### src/rtl/cache_arb_pkg.sv
// cache_arb_pkg: shared state encoding, owner ids and bus widths for the cache memory arbiter
package cache_arb_pkg;
    localparam int ADDR_W = 32;
    localparam int DATA_W = 32;
    localparam int STRB_W = 4;
    localparam logic OWN_INST = 1'b0;
    localparam logic OWN_DATA = 1'b1;
    typedef enum logic [1:0] {IDLE, ADDR, WAIT, DONE} arb_state_t;
endpackage

### src/rtl/arb_rr2.sv
// arb_rr2: combinational two-request round-robin picker (req[0]=inst, req[1]=data)
module arb_rr2
    import cache_arb_pkg::*;
(
    input  logic [1:0] req,
    input  logic       last_grant,
    output logic       grant,
    output logic       grant_valid
);
    always_comb begin
        grant_valid = |req;
        grant       = &req ? ~last_grant : (req[1] ? OWN_DATA : OWN_INST);
    end
endmodule

### src/rtl/cache_mem_arbiter.sv
// cache_mem_arbiter: shares one SRAM-like memory port between the I-cache and D-cache,
// one transaction at a time, with a one-cycle done pulse back to the owner.
module cache_mem_arbiter
    import cache_arb_pkg::*;
(
    input  logic              clk,
    input  logic              resetn,
    input  logic              inst_cache_req,
    input  logic [ADDR_W-1:0] inst_cache_addr,
    output logic [DATA_W-1:0] inst_cache_rdata,
    output logic              inst_cache_dok,
    input  logic              data_cache_req,
    input  logic              data_cache_wr,
    input  logic [STRB_W-1:0] data_cache_wstrb,
    input  logic [ADDR_W-1:0] data_cache_addr,
    input  logic [DATA_W-1:0] data_cache_wdata,
    output logic [DATA_W-1:0] data_cache_rdata,
    output logic              data_cache_dok,
    output logic              mem_req,
    output logic              mem_wr,
    output logic [STRB_W-1:0] mem_wstrb,
    output logic [ADDR_W-1:0] mem_addr,
    output logic [DATA_W-1:0] mem_wdata,
    input  logic [DATA_W-1:0] mem_rdata,
    input  logic              mem_addr_ok,
    input  logic              mem_data_ok
);
    arb_state_t        state, state_nx;
    logic              owner, last_grant, grant, grant_valid, wr_q, grant_wr;
    logic [STRB_W-1:0] wstrb_q;
    logic [ADDR_W-1:0] addr_q;
    logic [DATA_W-1:0] wdata_q, inst_rdata_q, data_rdata_q;

    arb_rr2 u_rr (
        .req         ({data_cache_req, inst_cache_req}),
        .last_grant  (last_grant),
        .grant       (grant),
        .grant_valid (grant_valid)
    );

    assign grant_wr = (grant == OWN_DATA) && data_cache_wr;

    always_ff @(posedge clk or negedge resetn) begin
        if (!resetn) begin
            state        <= IDLE;
            owner        <= OWN_INST;
            last_grant   <= OWN_DATA;
            wr_q         <= 1'b0;
            wstrb_q      <= '0;
            addr_q       <= '0;
            wdata_q      <= '0;
            inst_rdata_q <= '0;
            data_rdata_q <= '0;
        end else begin
            state <= state_nx;
            if (state == IDLE && grant_valid) begin
                owner   <= grant;
                wr_q    <= grant_wr;
                wstrb_q <= grant_wr ? data_cache_wstrb : '0;
                addr_q  <= (grant == OWN_DATA) ? data_cache_addr : inst_cache_addr;
                wdata_q <= (grant == OWN_DATA) ? data_cache_wdata : '0;
            end
            // Each requester keeps its own response register so its rdata holds across the other's transactions.
            if (state == WAIT && mem_data_ok && owner == OWN_DATA)
                data_rdata_q <= mem_rdata;
            if (state == WAIT && mem_data_ok && owner == OWN_INST)
                inst_rdata_q <= mem_rdata;
            if (state == DONE)
                last_grant <= owner;
        end
    end

    always_comb begin
        state_nx = state;
        case (state)
            IDLE:    state_nx = grant_valid ? ADDR : IDLE;
            ADDR:    state_nx = mem_addr_ok ? WAIT : ADDR;
            WAIT:    state_nx = mem_data_ok ? DONE : WAIT;
            default: state_nx = IDLE;
        endcase
        mem_req          = state == ADDR;
        mem_wr           = wr_q;
        mem_wstrb        = wstrb_q;
        mem_addr         = addr_q;
        mem_wdata        = wdata_q;
        inst_cache_dok   = state == DONE && owner == OWN_INST;
        data_cache_dok   = state == DONE && owner == OWN_DATA;
        inst_cache_rdata = inst_rdata_q;
        data_cache_rdata = data_rdata_q;
    end
endmodule

### config.mk
export PLATFORM = sky130hd
export DESIGN_NAME = cache_mem_arbiter
export DESIGN_NICKNAME = d
export VERILOG_FILES = /design/src/rtl/cache_arb_pkg.sv /design/src/rtl/arb_rr2.sv /design/src/rtl/cache_mem_arbiter.sv
export SDC_FILE = /design/constraint.sdc
export NUM_CORES = 1
export LEC_CHECK = 0
export CAP_MARGIN = 25
export CORE_MARGIN = 4
export CORE_UTILIZATION = 35
export CTS_CLUSTER_DIAMETER = 30
export DETAILED_ROUTE_END_ITERATION = 10
export PLACE_DENSITY = 0.72
export SYNTH_ARGS = -nofsm -noshare
export SYNTH_HDL_FRONTEND = slang
export SYNTH_SLANG_ARGS = --single-unit
### constraint.sdc
create_clock -name clk -period 2.8 [get_ports clk]
set_clock_uncertainty 0.1 [all_clocks]
set_input_delay 0.42 -clock clk [delete_from_list [all_inputs] [get_ports clk]]
set_output_delay 0.42 -clock clk [all_outputs]
set_load 0.02 [all_outputs]
# [Yosys cells after proc, flatten, opt, wreduce, memory -nomap -nowiden]
# Index checks and enable logic that the tools add are counted.
[word_totals] latch_bits=0 reg_bits=137 mem_bits_ro=0 ram_bits=0 word_cells=33 output_inout_bits=136 inputBits=139 n_memories=0
[op_classes] shift=0 n_mul=0 n_eq_ne=3 muxes=9 n_reduce_logical=10 bitwise_logic=2 div=0 order_cmp=0 add_sub_neg=0
[op_table] operator="$mux 32" count=2
[op_table] operator="$logic_and 1x1->1" count=7
[op_table] operator="$pmux 2 s3" count=1
[op_table] operator="$eq 2x2->1 const B" count=2
[op_table] operator="$mux 1" count=4
[op_table] operator="$mux 4" count=1
[op_table] operator="$eq 2x1->1 const B" count=1
[op_table] operator="$logic_not 2->1" count=1
[op_table] operator="$mux 2" count=1
[op_table] operator="$not 1->1" count=2
[op_table] operator="$reduce_and 2->1" count=1
[op_table] operator="$reduce_or 2->1" count=1

# [Longest topological paths before layout]
[depth] word_depth=4 mapped_depth=5

# [By module]
# A second synthesis with hierarchy kept.
[hier_totals] cells_unflattened=458 area_unflattened_um2=5569.1
[modules_own_cells] module="cache_mem_arbiter" n_inst=1 cells_each=456 area_per_inst_um2=5555.3
[modules_own_cells] module="arb_rr2" n_inst=1 cells_each=2 area_per_inst_um2=13.8

# [Worst setup path after synthesis]
# Ideal clock, no wire load.
[synth_timing] path_kind="input-to-reg" start="input data_cache_req" end="register addr_q[0] (netlist: mem_addr[0])" arrival_time_ns=1.481 required_time_ns=2.575 path_buffers=2 slack_ns=1.094 path_stages=5 setup_ns=0.125 path_cell_list="a21boi_1 -> buf_6 -> buf_6 -> mux2_4 -> mux2_2"
[synth_via] elab_chain_len=3 elab_cells_between_ends=6 cone_classes="mux (3); reduce/logical (3)"
[synth_rtl] element="start, declared" line_no="cache_mem_arbiter.sv:12" text="input logic data_cache_req,"
[synth_rtl] element="$mux 1 or $reduce_and 2->1 (tied branches)" line_no="arb_rr2.sv:12" text="grant = &req ? ~last_grant : (req[1] ? OWN_DATA : OWN_INST);"
[synth_rtl] element="$mux 1" line_no="arb_rr2.sv:12"
[synth_rtl] element="$mux 32" line_no="cache_mem_arbiter.sv:60" text="addr_q <= (grant == OWN_DATA) ? data_cache_addr : inst_cache_addr;"
[synth_rtl] element="end signal, assigned" line_no="cache_mem_arbiter.sv:60"
[synth_rtl] element="end, declared" line_no="cache_mem_arbiter.sv:31" text="logic [ADDR_W-1:0] addr_q;"
# Parallel ways exist; a longest one is shown, timed or not.
# A chain may end at the register's enable or synchronous reset.

# [Final worst setup path]
[layout_timing] start="register state[1]" end="output data_cache_dok"
[layout_via] elab_chain_len=2
[layout_rtl] element="start, declared" line_no="cache_mem_arbiter.sv:28" text="arb_state_t state, state_nx;"
[layout_rtl] element="start signal, assigned" line_no="cache_mem_arbiter.sv:55" text="state <= state_nx;"
[layout_rtl] element="$eq 2x2->1" line_no="cache_mem_arbiter.sv:87" text="data_cache_dok = state == DONE && owner == OWN_DATA;"
[layout_rtl] element="$logic_and 1x1->1" line_no="cache_mem_arbiter.sv:87"
[layout_rtl] element="end, declared" line_no="cache_mem_arbiter.sv:18" text="output logic data_cache_dok,"
# No other way between the ends.

==> out/results.ini <==
[worst_setup_path]
crit_path_top_delay_cell=clkdlybuf4s50_1
path_cells=and3_1 -> clkdlybuf4s50_1
cp_max_fo=8
crit_type=reg -> out
cpPeakStageDelay_ns=0.63
cp-start-kind=flip-flop
worst_setup_path_end_kind=output pin
crit_arrival_ns=1.71
crit_required_ns=2.28

[detailed_routing]
vias=3992
drt-vias-per-instance=4.69
routed_wl_um=14500
dr.pass1.iters=4
route.detailed.drc=0
routedWlPerCell_um=17.1
detail_route.iter0.violations=113
antenna_left=0

[global_routing]
grt_pass1_vias=4283
grt_antenna_before_repair=0
overflow=0
grt_pass1_wl_um=22700
grt_busiest_layer=met2
grt.met2_usage_pct=26.0
grt_max_degree=65
grt_use_total_pct=16.1
use_met1_pct=18.9
grt_use_met3_pct=6.34

[sta]
period_share_pct=79.6
hold_viol_final=0
clock.fmax_mhz=449
min_period_ns=2.23
tightest_slew_ns=0.572
drv_slew=0
slew_headroom_pct=61.9
finalSetupTns_ns=0
setup_viol=0
whs_ns=0.383
grt_setup_unrepaired=no

[yosys]
synth_area_leaders=dfrtp_1 (61%), mux2_2 (20%), mux2_4 (6.7%)
avgSynthCellArea_um2=16.1
seq_area_frac_synth_pct=61.5
yosys.area_share.simple_pct=1.48
syn-num-nets=486
syn_inst=347
netlist_area_mm2=0.00557
synth_top_area_cell=dfrtp_1
synthXorXnorAreaFrac_pct=0
synth_compound_area_share_pct=5.84
synth_top_family_by_area=multiplexers
synthAdderAreaFrac_pct=0
ys_ff_latch=137
yosysWarnings=0
muxShareOfSynthArea_pct=28.5
synthDistinctLibCells=25
yosysTopAreaCellShare_pct=61.1

[clock_tree]
clock_path_buffers=2
h-tree-depth=4
cts_tree=yes
cts-root-buf=clkbuf_16
clock_latency_ns=0.40
cts_setup_buffers=0
clock_sinks=137
numCtsBuffers=17
clkTransAtPathRegs_ns=0.06

[placement]
io_buffer_count=274
gp_congestion=0.756
dpl-instance-area_mm2=0.00856
place_hpwl_um=10800
placedCellCount=819

[floorplan]
fp.dieW_um=134
dieArea_mm2=0.0180
dieHeight_um=134
core_area_mm2=0.0154
rows=45
start_util_pct=36.1
ios=275

[final_layout]
layout-drive-gt1-share_pct=26.4
area_delta_synth_final_pct=64.2
fin_nets=767
n_antenna_cell=0
stdcell_count=851
fin_area_mm2=0.00915

[min_path]
hold_path_class=reg -> reg

[outcome]
status=finished, final reports clean

[pwr]
powerDensity_mw_per_mm2=1160
p_leak_nw=3.94
vdd_ir_drop_max_mv=0.560

[flow_run]
cap_viol_max_count=0

-- worst max-delay path: cells and delay by family, from the launching register on --
family / cells / cell delay, ns
buffers and inverters: 1 / 0.63
AND/OR/NAND/NOR: 1 / 0.22
flip-flops: 1 / 0.45
-- Yosys cell counts, drive strengths merged --
cell type,number
o311ai,1
o21ai,2
a21o,2
dfstp,1
inv,3
and3,5
nor2b,1
and2,1
mux2,132
buf,18
nand4,1
nand3b,1
mux2i,1
a22o,32
nor2,3
nand2,3
a21boi,1
dfrtp,136
clkbuf,3
-- what timing repair did --
item | in CTS | in global routing
hold endpoints to repair | 61 | 0
hold buffers | 1 | 0
gates resized for setup | 0 | 0
-- sequential cells by signal, indices dropped and copies added (netlist names) --
register,flops
data_cache_rdata,32
mem_wdata,32
mem_addr,32
mem_wr,1
state,2
inst_cache_rdata,32
mem_wstrb,4
last_grant,1
owner,1
-- stage by stage --
stage / setup slack [ns] / power (mW) / utilization (%)
after floorplan: 1.09 / 5.98 / -
after global placement: 0.508 / 8.39 / 55.5
after detailed placement: 0.455 / 8.50 / 55.5
after CTS: 0.528 / 10.7 / 59.3
after global routing: 0.463 / 11.1 / 59.3
final: 0.572 / 10.6 / 59.3
-- cell usage in the layout, fill, tap and decap left out, types with 3 or more instances in the layout --
cell             count
clkdlybuf4s50_1    273
dfrtp_1            136
mux2_2             101
a22o_1              32
mux2_4              25
clkbuf_16           17
mux2_1               6
and3_1               5
buf_4                5
clkinv_2             4
inv_1                3
nand2_1              3
clkinvlp_4           3
buf_12               3
-- layout make-up --
cell class	instances	area (um2)
clock buffers	20	457
fillers	1252	6280
flip-flops and latches	137	3430
well taps	211	264
multi-input cells	186	2020
repair buffers	283	2850
inverters	3	11.3
clock inverters	11	120
-- routing by layer --
metal	part of all wire (%)	wire (um)	up-vias
met5	0	0	-
met4	2.5	361	0
met3	8.9	1300	24
met2	49	7060	185
met1	40	5820	1956
li1	-	-	1827
-- path summary, 6_finish.rpt --
path                                       from                    to  slack [ns]  depth (start not counted)
max reg2reg                            state[0]   inst_cache_rdata[6]        1.06                          4
max in group asynchronous                resetn  inst_cache_rdata[27]        1.40                          3
max                                    state[1]        data_cache_dok        0.57                          2
min                        inst_cache_rdata[10]  inst_cache_rdata[10]        0.38                          1
min in group asynchronous                resetn  inst_cache_rdata[24]        0.45                          2
min reg2reg                inst_cache_rdata[10]  inst_cache_rdata[10]        0.38                          1
-- cells by family (layout without fill, tap and decap cells) --
family,count (synthesis),count (layout)
flip-flops,137,137
AND/OR/NAND/NOR,15,15
AO/OA/AOI/OAI,38,38
buffers and inverters,24,317
multiplexers,133,133
-- power breakdown --
part	switching, mW	internal, mW
sequential	0.505	2.92
combinational	2.28	2.70
clock	0.818	1.35
Note: power is estimated with default switching activity, not from simulation.
